## config.mk

```make
export PLATFORM = sky130hd
export DESIGN_NAME = store_unit_flat
export DESIGN_NICKNAME = d
export VERILOG_FILES = /design/src/rtl/store_unit_pkg.sv /design/src/rtl/store_unit_if.sv /design/src/rtl/store_unit_lane_fmt.sv /design/src/rtl/store_unit.sv /design/src/flat_wrapper.sv
export SDC_FILE = /design/constraint.sdc
export NUM_CORES = 1
export LEC_CHECK = 0
export BUFFER_PORTS_ARGS = -buffer_cell sky130_fd_sc_hd__buf_2
export CORE_ASPECT_RATIO = 1.5
export CORE_MARGIN = 5
export CORE_UTILIZATION = 52
export CTS_CLUSTER_DIAMETER = 40
export DETAILED_ROUTE_END_ITERATION = 16
export GPL_TIMING_DRIVEN = 0
export PLACE_DENSITY = 0.94
export SYNTH_ARGS = -nofsm -noshare
export SYNTH_HDL_FRONTEND = slang
export SYNTH_HIERARCHICAL = 1
export SYNTH_SLANG_ARGS = --single-unit
```

## constraint.sdc

```tcl
create_clock -name clk -period 5.7 [get_ports clk]
set_clock_uncertainty 0.1 [all_clocks]
set_input_delay 1.14 -clock clk [delete_from_list [all_inputs] [get_ports clk]]
set_output_delay 1.14 -clock clk [all_outputs]
set_load 0.05 [all_outputs]
```

## src/rtl/store_unit_pkg.sv

```systemverilog
// Shared store-path definitions: funct3 width codes, FSM encoding, lane geometry.
// STORE_MISALIGN_TRAP_EN adds the FAULT state.
package store_unit_pkg;

  localparam int DATA_W    = 32;
  localparam int NUM_LANES = DATA_W / 8;

  localparam logic [2:0] LS_B_OP = 3'b000;
  localparam logic [2:0] LS_H_OP = 3'b001;
  localparam logic [2:0] LS_W_OP = 3'b010;

  typedef enum logic [1:0] {
    ST_IDLE     = 2'd0,
    ST_REQ      = 2'd1,
    ST_WAIT_ACK = 2'd2
`ifdef STORE_MISALIGN_TRAP_EN
    , ST_FAULT  = 2'd3
`endif
  } st_state_e;

endpackage

```

## src/rtl/store_unit_if.sv

```systemverilog
// Data-memory write port: request with held address/data/enables, grant and ack back.
interface store_unit_if
  import store_unit_pkg::*;
#(
  parameter int ADDR_W = 32
);
  logic              mem_req;
  logic [ADDR_W-1:0] mem_addr;
  logic [DATA_W-1:0] mem_wdata;
  logic [3:0]        mem_be;
  logic              mem_gnt;
  logic              mem_ack;

  modport master (output mem_req, mem_addr, mem_wdata, mem_be,
                  input  mem_gnt, mem_ack);
  modport slave  (input  mem_req, mem_addr, mem_wdata, mem_be,
                  output mem_gnt, mem_ack);
endinterface

```

## src/rtl/store_unit_lane_fmt.sv

```systemverilog
// Combinational store lane formatter: byte enables, lane-replicated data, misalign flag.
// funct3[1:0] == 11 formats as a word; misaligned reports every illegal combination.
module store_lane_fmt
  import store_unit_pkg::*;
(
  input  logic [2:0]        funct3,
  input  logic [1:0]        addr_lo,
  input  logic [DATA_W-1:0] data,
  output logic [3:0]        be,
  output logic [DATA_W-1:0] wdata,
  output logic              misaligned
);
  logic is_b, is_h, is_w;
  logic [NUM_LANES-1:0][7:0] lane_d;

  assign is_b = (funct3[1:0] == LS_B_OP[1:0]);
  assign is_h = (funct3[1:0] == LS_H_OP[1:0]);
  assign is_w = (funct3[1:0] == LS_W_OP[1:0]);

  // Each lane picks the source byte that lands on it after replication.
  for (genvar i = 0; i < NUM_LANES; i++) begin : g_lane
    localparam logic [1:0] LANE = 2'(i);
    assign be[i]     = is_b ? (addr_lo == LANE)
                     : is_h ? (addr_lo[1] == LANE[1])
                     : 1'b1;
    assign lane_d[i] = is_b ? data[7:0]
                     : is_h ? data[(i%2)*8 +: 8]
                     : data[i*8 +: 8];
  end

  assign wdata      = lane_d;
  assign misaligned = funct3[2] | (funct3[1:0] == 2'b11)
                    | (is_h & addr_lo[0])
                    | (is_w & (addr_lo != 2'b00));
endmodule

```

## src/rtl/store_unit.sv

```systemverilog
// Store unit: accepts one store, issues a word-aligned memory write, reports completion.
// STORE_MISALIGN_TRAP_EN: illegal/misaligned stores fault instead of being issued.
module store_unit
  import store_unit_pkg::*;
#(
  parameter int ADDR_W = 32
)(
  input  logic              clk,
  input  logic              rst_n,
  input  logic              st_valid,
  output logic              st_ready,
  input  logic [2:0]        funct3,
  input  logic [ADDR_W-1:0] addr,
  input  logic [DATA_W-1:0] data,
  output logic              st_done,
  output logic              st_fault,
  store_unit_if.master      mem
);
  st_state_e         state, state_nxt;
  logic              accept;
  logic [3:0]        fmt_be;
  logic [DATA_W-1:0] fmt_wdata;
  logic              fmt_mis;

  store_lane_fmt u_fmt (
    .funct3     (funct3),
    .addr_lo    (addr[1:0]),
    .data       (data),
    .be         (fmt_be),
    .wdata      (fmt_wdata),
    .misaligned (fmt_mis)
  );

  assign accept = st_valid && st_ready;

  always_comb begin
    state_nxt = state;
    st_done   = 1'b0;
    case (state)
      ST_IDLE: begin
        if (accept) begin
`ifdef STORE_MISALIGN_TRAP_EN
          state_nxt = fmt_mis ? ST_FAULT : ST_REQ;
`else
          state_nxt = ST_REQ;
`endif
        end
      end
      ST_REQ: begin
        if (mem.mem_gnt) begin
          if (mem.mem_ack) begin
            st_done   = 1'b1;
            state_nxt = ST_IDLE;
          end else begin
            state_nxt = ST_WAIT_ACK;
          end
        end
      end
      ST_WAIT_ACK: begin
        if (mem.mem_ack) begin
          st_done   = 1'b1;
          state_nxt = ST_IDLE;
        end
      end
`ifdef STORE_MISALIGN_TRAP_EN
      ST_FAULT: state_nxt = ST_IDLE;
`endif
      default: state_nxt = ST_IDLE;
    endcase
  end

  // Handshake outputs are registered off the next state so they line up with it.
  always_ff @(posedge clk or negedge rst_n) begin
    if (!rst_n) begin
      state         <= ST_IDLE;
      st_ready      <= 1'b1;
      mem.mem_req   <= 1'b0;
      mem.mem_addr  <= '0;
      mem.mem_be    <= '0;
      mem.mem_wdata <= '0;
    end else begin
      state       <= state_nxt;
      st_ready    <= (state_nxt == ST_IDLE);
      mem.mem_req <= (state_nxt == ST_REQ);
      if (state == ST_IDLE && state_nxt == ST_REQ) begin
        mem.mem_addr  <= {addr[ADDR_W-1:2], 2'b00};
        mem.mem_be    <= fmt_be;
        mem.mem_wdata <= fmt_wdata;
      end
    end
  end

`ifdef STORE_MISALIGN_TRAP_EN
  logic fault_q;
  always_ff @(posedge clk or negedge rst_n) begin
    if (!rst_n) fault_q <= 1'b0;
    else        fault_q <= (state_nxt == ST_FAULT);
  end
  assign st_fault = fault_q;
`else
  logic fmt_mis_unused;
  assign fmt_mis_unused = fmt_mis;
  assign st_fault       = 1'b0;
`endif

endmodule

```

## src/flat_wrapper.sv

```systemverilog
// flat-port wrapper written by rule: the top's interface ports become plain ports
module store_unit_flat import store_unit_pkg::*;
#(
  parameter int ADDR_W = 32
)
  (clk, rst_n, st_valid, st_ready, funct3, addr, data, st_done, st_fault, mem_mem_req, mem_mem_addr, mem_mem_wdata, mem_mem_be, mem_mem_gnt, mem_mem_ack);
  store_unit_if #(.ADDR_W(ADDR_W)) mem_i ();
  input  logic clk;
  input  logic rst_n;
  input  logic st_valid;
  output logic st_ready;
  input  logic [2:0] funct3;
  input  logic [ADDR_W-1:0] addr;
  input  logic [DATA_W-1:0] data;
  output logic st_done;
  output logic st_fault;
  output wire logic [$bits(mem_i.mem_req)-1:0] mem_mem_req;
  output wire logic [$bits(mem_i.mem_addr)-1:0] mem_mem_addr;
  output wire logic [$bits(mem_i.mem_wdata)-1:0] mem_mem_wdata;
  output wire logic [$bits(mem_i.mem_be)-1:0] mem_mem_be;
  input wire logic [$bits(mem_i.mem_gnt)-1:0] mem_mem_gnt;
  input wire logic [$bits(mem_i.mem_ack)-1:0] mem_mem_ack;
  assign mem_mem_req = mem_i.mem_req;
  assign mem_mem_addr = mem_i.mem_addr;
  assign mem_mem_wdata = mem_i.mem_wdata;
  assign mem_mem_be = mem_i.mem_be;
  assign mem_i.mem_gnt = mem_mem_gnt;
  assign mem_i.mem_ack = mem_mem_ack;
  store_unit #(.ADDR_W(ADDR_W)) u_core (.clk(clk), .rst_n(rst_n), .st_valid(st_valid), .st_ready(st_ready), .funct3(funct3), .addr(addr), .data(data), .st_done(st_done), .st_fault(st_fault), .mem(mem_i));
endmodule
```

==> impl_metrics.toml, run 1 <==
[clock_network]
cts_resized = 0
cts.htree.levels = 3
clock_latency_ns = 0.35
cts_tree = "done"
post_cts_buffers = 0
cts-root-buf = "clkbuf_8"
cts_hold_buf = 0
clk_pin_slew_ns = 0.08
cts_num_sinks = 70
cts_inserted_buffers = 9
clockBufferDepth = 2

[finish]
areaGrowthSynthToFinish_pct = 30.0
drive_gt1_share_pct = 66.8
num-nets-final = 465
antenna_cells = 0

[drt]
vias = 2392
wl_per_cell_um = 18.0
post-route-drc-count = 0
firstDrtPassIters = 4
drt_iter0_markers = 82
ant_nets = 0
avgViaCountPerCell = 5.09
drt_wl_total_mm = 8.46

[critical_path]
cpMostUsedCell = "buf_2"
worstPathMaxFanout = 4
slowest_stage = "buf_2"
max_stage_delay_ns = 0.26
critical_path_class = "in2out"
critPathCaptureType = "output pin"
cp_top_family = "buffers and inverters"
worstPathCellList = "buf_2 > nand2_1 > nor2_1 > buf_2"
rrSetupSlack_ns = 3.43
crit_buf_inv = 2
cp.required_ns = 4.46
cp.arrival_ns = 1.65
start_kind = "input port"

[die]
die_area_mm2 = 0.00831
die_h_um = 109
core_mm2 = 0.00644
die_w_um = 76.1
num_rows = 36
ios = 144
start_util_pct = 52.9

[yosys]
syn_inst = 237
syn_avg_cell_area_um2 = 14.4
post_synth_instance_area_mm2 = 0.00341
ys_warn_count = 6

[hold_path]
hold_path_class = "reg2reg"

[sta]
period_minus_slack_ns = 2.89
fin_setup_tns_ns = 0
fmax_ghz = 0.346
setup_violations = 0
finalCritPeriodShare_pct = 50.7
slew_violations = 0
rsz0062_at_grt = "no"
hold_viol = 0
slew_headroom_pct = 40.9
tightest_slew_ns = 0.887

[global_routing]
antenna_found_initial = 0
grt_pass1_wl_mm = 13.0
globalRoute.totalOverflow = 0
grt_max_degree = 71
grt_pass1_vias = 2564
grt.total_usage_pct = 20.3

[place]
hpwl_mm = 6.41
port_buffers = 139
gp_congestion = 0.815

[outcome]
status = "completed"

[flow_run]
maxCapViolCount = 0
-- worst paths after layout --
check	from	to	cells past startpoint
worst max register to register	u_core/state[1]	u_core/mem.mem_be[1]	8
worst min register to register	u_core/mem.mem_wdata[25]	u_core/mem.mem_wdata[25]	1
worst max-delay path	mem_mem_ack	st_done	4
min in group asynchronous	rst_n	u_core/mem.mem_addr[8]	1
max in group asynchronous	rst_n	u_core/mem.mem_wdata[7]	1
worst min-delay path	u_core/mem.mem_wdata[25]	u_core/mem.mem_wdata[25]	1
-- cell type report --
type                       count  area (um2)
sequential                    70        1750
fill                         491        2010
inverter                       3        11.3
timing repair buffer         139         698
multi-input combinational    144        1470
clock inverter                 6        85.1
clock buffer                  10         138
buffer                        22         180
tap                           76        95.1
-- worst register-to-register path, stage by stage (launching register included) --
cell and delay [ns]:
dfrtp_1 0.41, inv_1 0.10, ha_1 0.21, nor2b_1 0.18, o21bai_1 0.19, o32a_1 0.24, buf_6 0.19, buf_6 0.21
mux2_4 0.32
-- per-stage QoR --
step | utilization (%) | instances | area, um2 | setup WS (ns) | hold slack, ns
finish | 68.8 | 470 | 4430 | 2.81 | 0.406
global route | 68.8 | 470 | 4430 | 2.78 | 0.423
CTS | 68.8 | 470 | 4430 | 2.81 | 0.406
detailed placement | 65.4 | 454 | 4210 | 2.81 | 0.389
global placement | 65.3 | 454 | 4210 | 2.81 | 0.383
floorplan | - | 239 | 3420 | 2.63 | 0.502
-- layer usage --
layer	track usage (%)	routed length, um	share of wire, %
met5	0	0	0
met4	10.6	200	2.4
met3	3.47	434	5.1
met2	36.7	4710	56
met1	22.7	3120	37
-- state kept, by name, indices dropped and copies added, names as in the netlist --
register              flops
u_core/mem.mem_wdata     32
u_core/mem.mem_addr      30
u_core/mem.mem_be         4
u_core/state              2
u_core/mem.mem_req        1
u_core/st_ready           1
-- layout by cell type, fill, tap and decap left out --
cell type	instances
buf_2	141
dfrtp_1	69
mux2_2	42
mux2_4	40
buf_4	14
nand2_1	12
clkbuf_8	10
o21ai_1	8
mux2i_1	8
buf_6	6
nor2_1	5
ha_1	4
inv_1	3
nor2b_1	3
o21bai_1	3
o21ai_0	3
conb_1	3
clkinvlp_4	2
clkinv_2	2
bufinv_16	2
a21oi_1	2
a21o_1	2
o31ai_1	1
and2_0	1
a31o_2	1
and2_1	1
nand2b_1	1
nand3b_1	1
o32a_1	1
dfstp_2	1
nor2_4	1
nand2b_2	1
Power of run 1 is left out: the tool's default activity adds up to more than one toggle a clock period on the data nets, which glitch-free logic cannot reach.
==> run 2, diff against run 1 <==
Settings changed: CORE_UTILIZATION 52 to 48, PLACE_DENSITY 0.94 to 0.88.
Clock period 5.7 ns to 2.9 ns, I/O delays scaled along.
==> impl_metrics.toml, run 2 (synthesized netlist as in run 1, its figures left out) <==
[clock_network]
cts.htree.levels = 3
cts_inserted_buffers = 9
cts_resized = 0
post_cts_buffers = 0
clockBufferDepth = 2
cts-root-buf = "clkbuf_8"
cts_num_sinks = 70
clock_latency_ns = 0.34
cts_tree = "done"
clk_pin_slew_ns = 0.07
cts_hold_buf = 0

[die]
die_h_um = 113
num_rows = 37
ios = 144
core_mm2 = 0.00690
die_w_um = 78.8
die_area_mm2 = 0.00892
start_util_pct = 49.4

[drt]
post-route-drc-count = 0
ant_nets = 0
firstDrtPassIters = 4
drt_wl_total_mm = 8.20
wl_per_cell_um = 17.4
drt_iter0_markers = 60
avgViaCountPerCell = 5.06
vias = 2388

[finish]
top_regs = "u_core/mem.mem_wdata (32), u_core/mem.mem_addr (30), u_core/mem.mem_be (4)"
final_common_cell = "buf_2"
top_register = "u_core/mem.mem_wdata"
largest_reg_flops = 32
num-nets-final = 465
final_cell_mix = "buf_2 (141), dfrtp_1 (69), mux2_2 (42)"
antenna_cells = 0
areaGrowthSynthToFinish_pct = 28.9
drive_gt1_share_pct = 66.0
finish.utilization_pct = 63.7

[critical_path]
start_kind = "flip-flop"
cp.required_ns = 2.22
slowest_stage = "dfrtp_1"
r2r-start = "u_core/state[1]"
worstPathCellList = "inv_1 > ha_1 > nand2_1 > nor2_1 > buf_2"
timing.rr.end = "u_core/mem.mem_wdata[14]"
max_stage_delay_ns = 0.44
rrSetupSlack_ns = 0.68
worstPathMaxFanout = 5
critical_path_class = "reg2out"
critPathCaptureType = "output pin"
cp.arrival_ns = 1.62
r2r.worst_path.cells = 8

[sta]
rsz0062_at_grt = "no"
tightest_slew_ns = 0.852
setup_violations = 0
fin_setup_tns_ns = 0
slew_headroom_pct = 43.2
finalCritPeriodShare_pct = 79.5
slew_violations = 0
hold_viol = 0
fmax_ghz = 0.434
period_minus_slack_ns = 2.30

[outcome]
status = "completed"

[global_routing]
grt.total_usage_pct = 19.3
grt_pass1_wl_mm = 13.1
antenna_found_initial = 1
grt_max_degree = 71
globalRoute.totalOverflow = 0
grt_pass1_vias = 2618

[place]
gp_congestion = 0.768
hpwl_mm = 6.42
port_buffers = 139

[flow_run]
maxCapViolCount = 0

[hold_path]
hold_path_class = "in2async"
-- run 2: worst max path at each step --
stage	to	from
3_3_place_gp	u_core/mem.mem_wdata[15]	u_core/state[1]
2_1_floorplan	st_done	u_core/state[0]
5_1_grt	st_done	u_core/state[0]
3_5_place_dp	u_core/mem.mem_wdata[14]	u_core/state[1]
4_1_cts	st_done	u_core/state[0]
6_report	st_done	u_core/state[0]
-- run 2: critical path: cells and delay by family (launching register included) --
| family | cells | cell delay (ns) |
|---|---|---|
| buffers and inverters | 2 | 0.37 |
| and+or+nand+nor | 2 | 0.17 |
| DFF | 1 | 0.44 |
| adders and majority gates | 1 | 0.31 |
-- run 2: layer usage --
layer | wire (um) | vias to the layer above | GRT usage (%)
met2 | 4340 | 100 | 32.6
met5 | 11 | - | 0
met3 | 633 | 20 | 6.53
li1 | - | 1116 | -
met4 | 225 | 2 | 9.29
met1 | 3000 | 1150 | 21.6
-- run 2: final cells by class --
cell class                      count  area (um2)
Fill cell                         539        2500
Sequential cell                    70        1750
Multi-Input combinational cell    144        1470
Timing Repair Buffer              139         698
Buffer                             22         180
Clock buffer                       15         176
Tap cell                           78        97.6
Inverter                            3        11.3
Clock inverter                      1        5.00
-- run 2: through the flow --
| step | instances | hold WS [ns] | cell area [um2] | setup slack, ns |
|---|---|---|---|---|
| 2_1_floorplan | 239 | 0.184 | 3420 | 0.802 |
| 3_3_place_gp | 456 | 0.383 | 4210 | 0.743 |
| 3_5_place_dp | 456 | 0.386 | 4210 | 0.701 |
| 4_1_cts | 472 | 0.278 | 4390 | 0.580 |
| 5_1_grt | 472 | 0.308 | 4390 | 0.477 |
| 6_report | 472 | 0.259 | 4390 | 0.595 |
Power of run 2 is left out for the same reason.
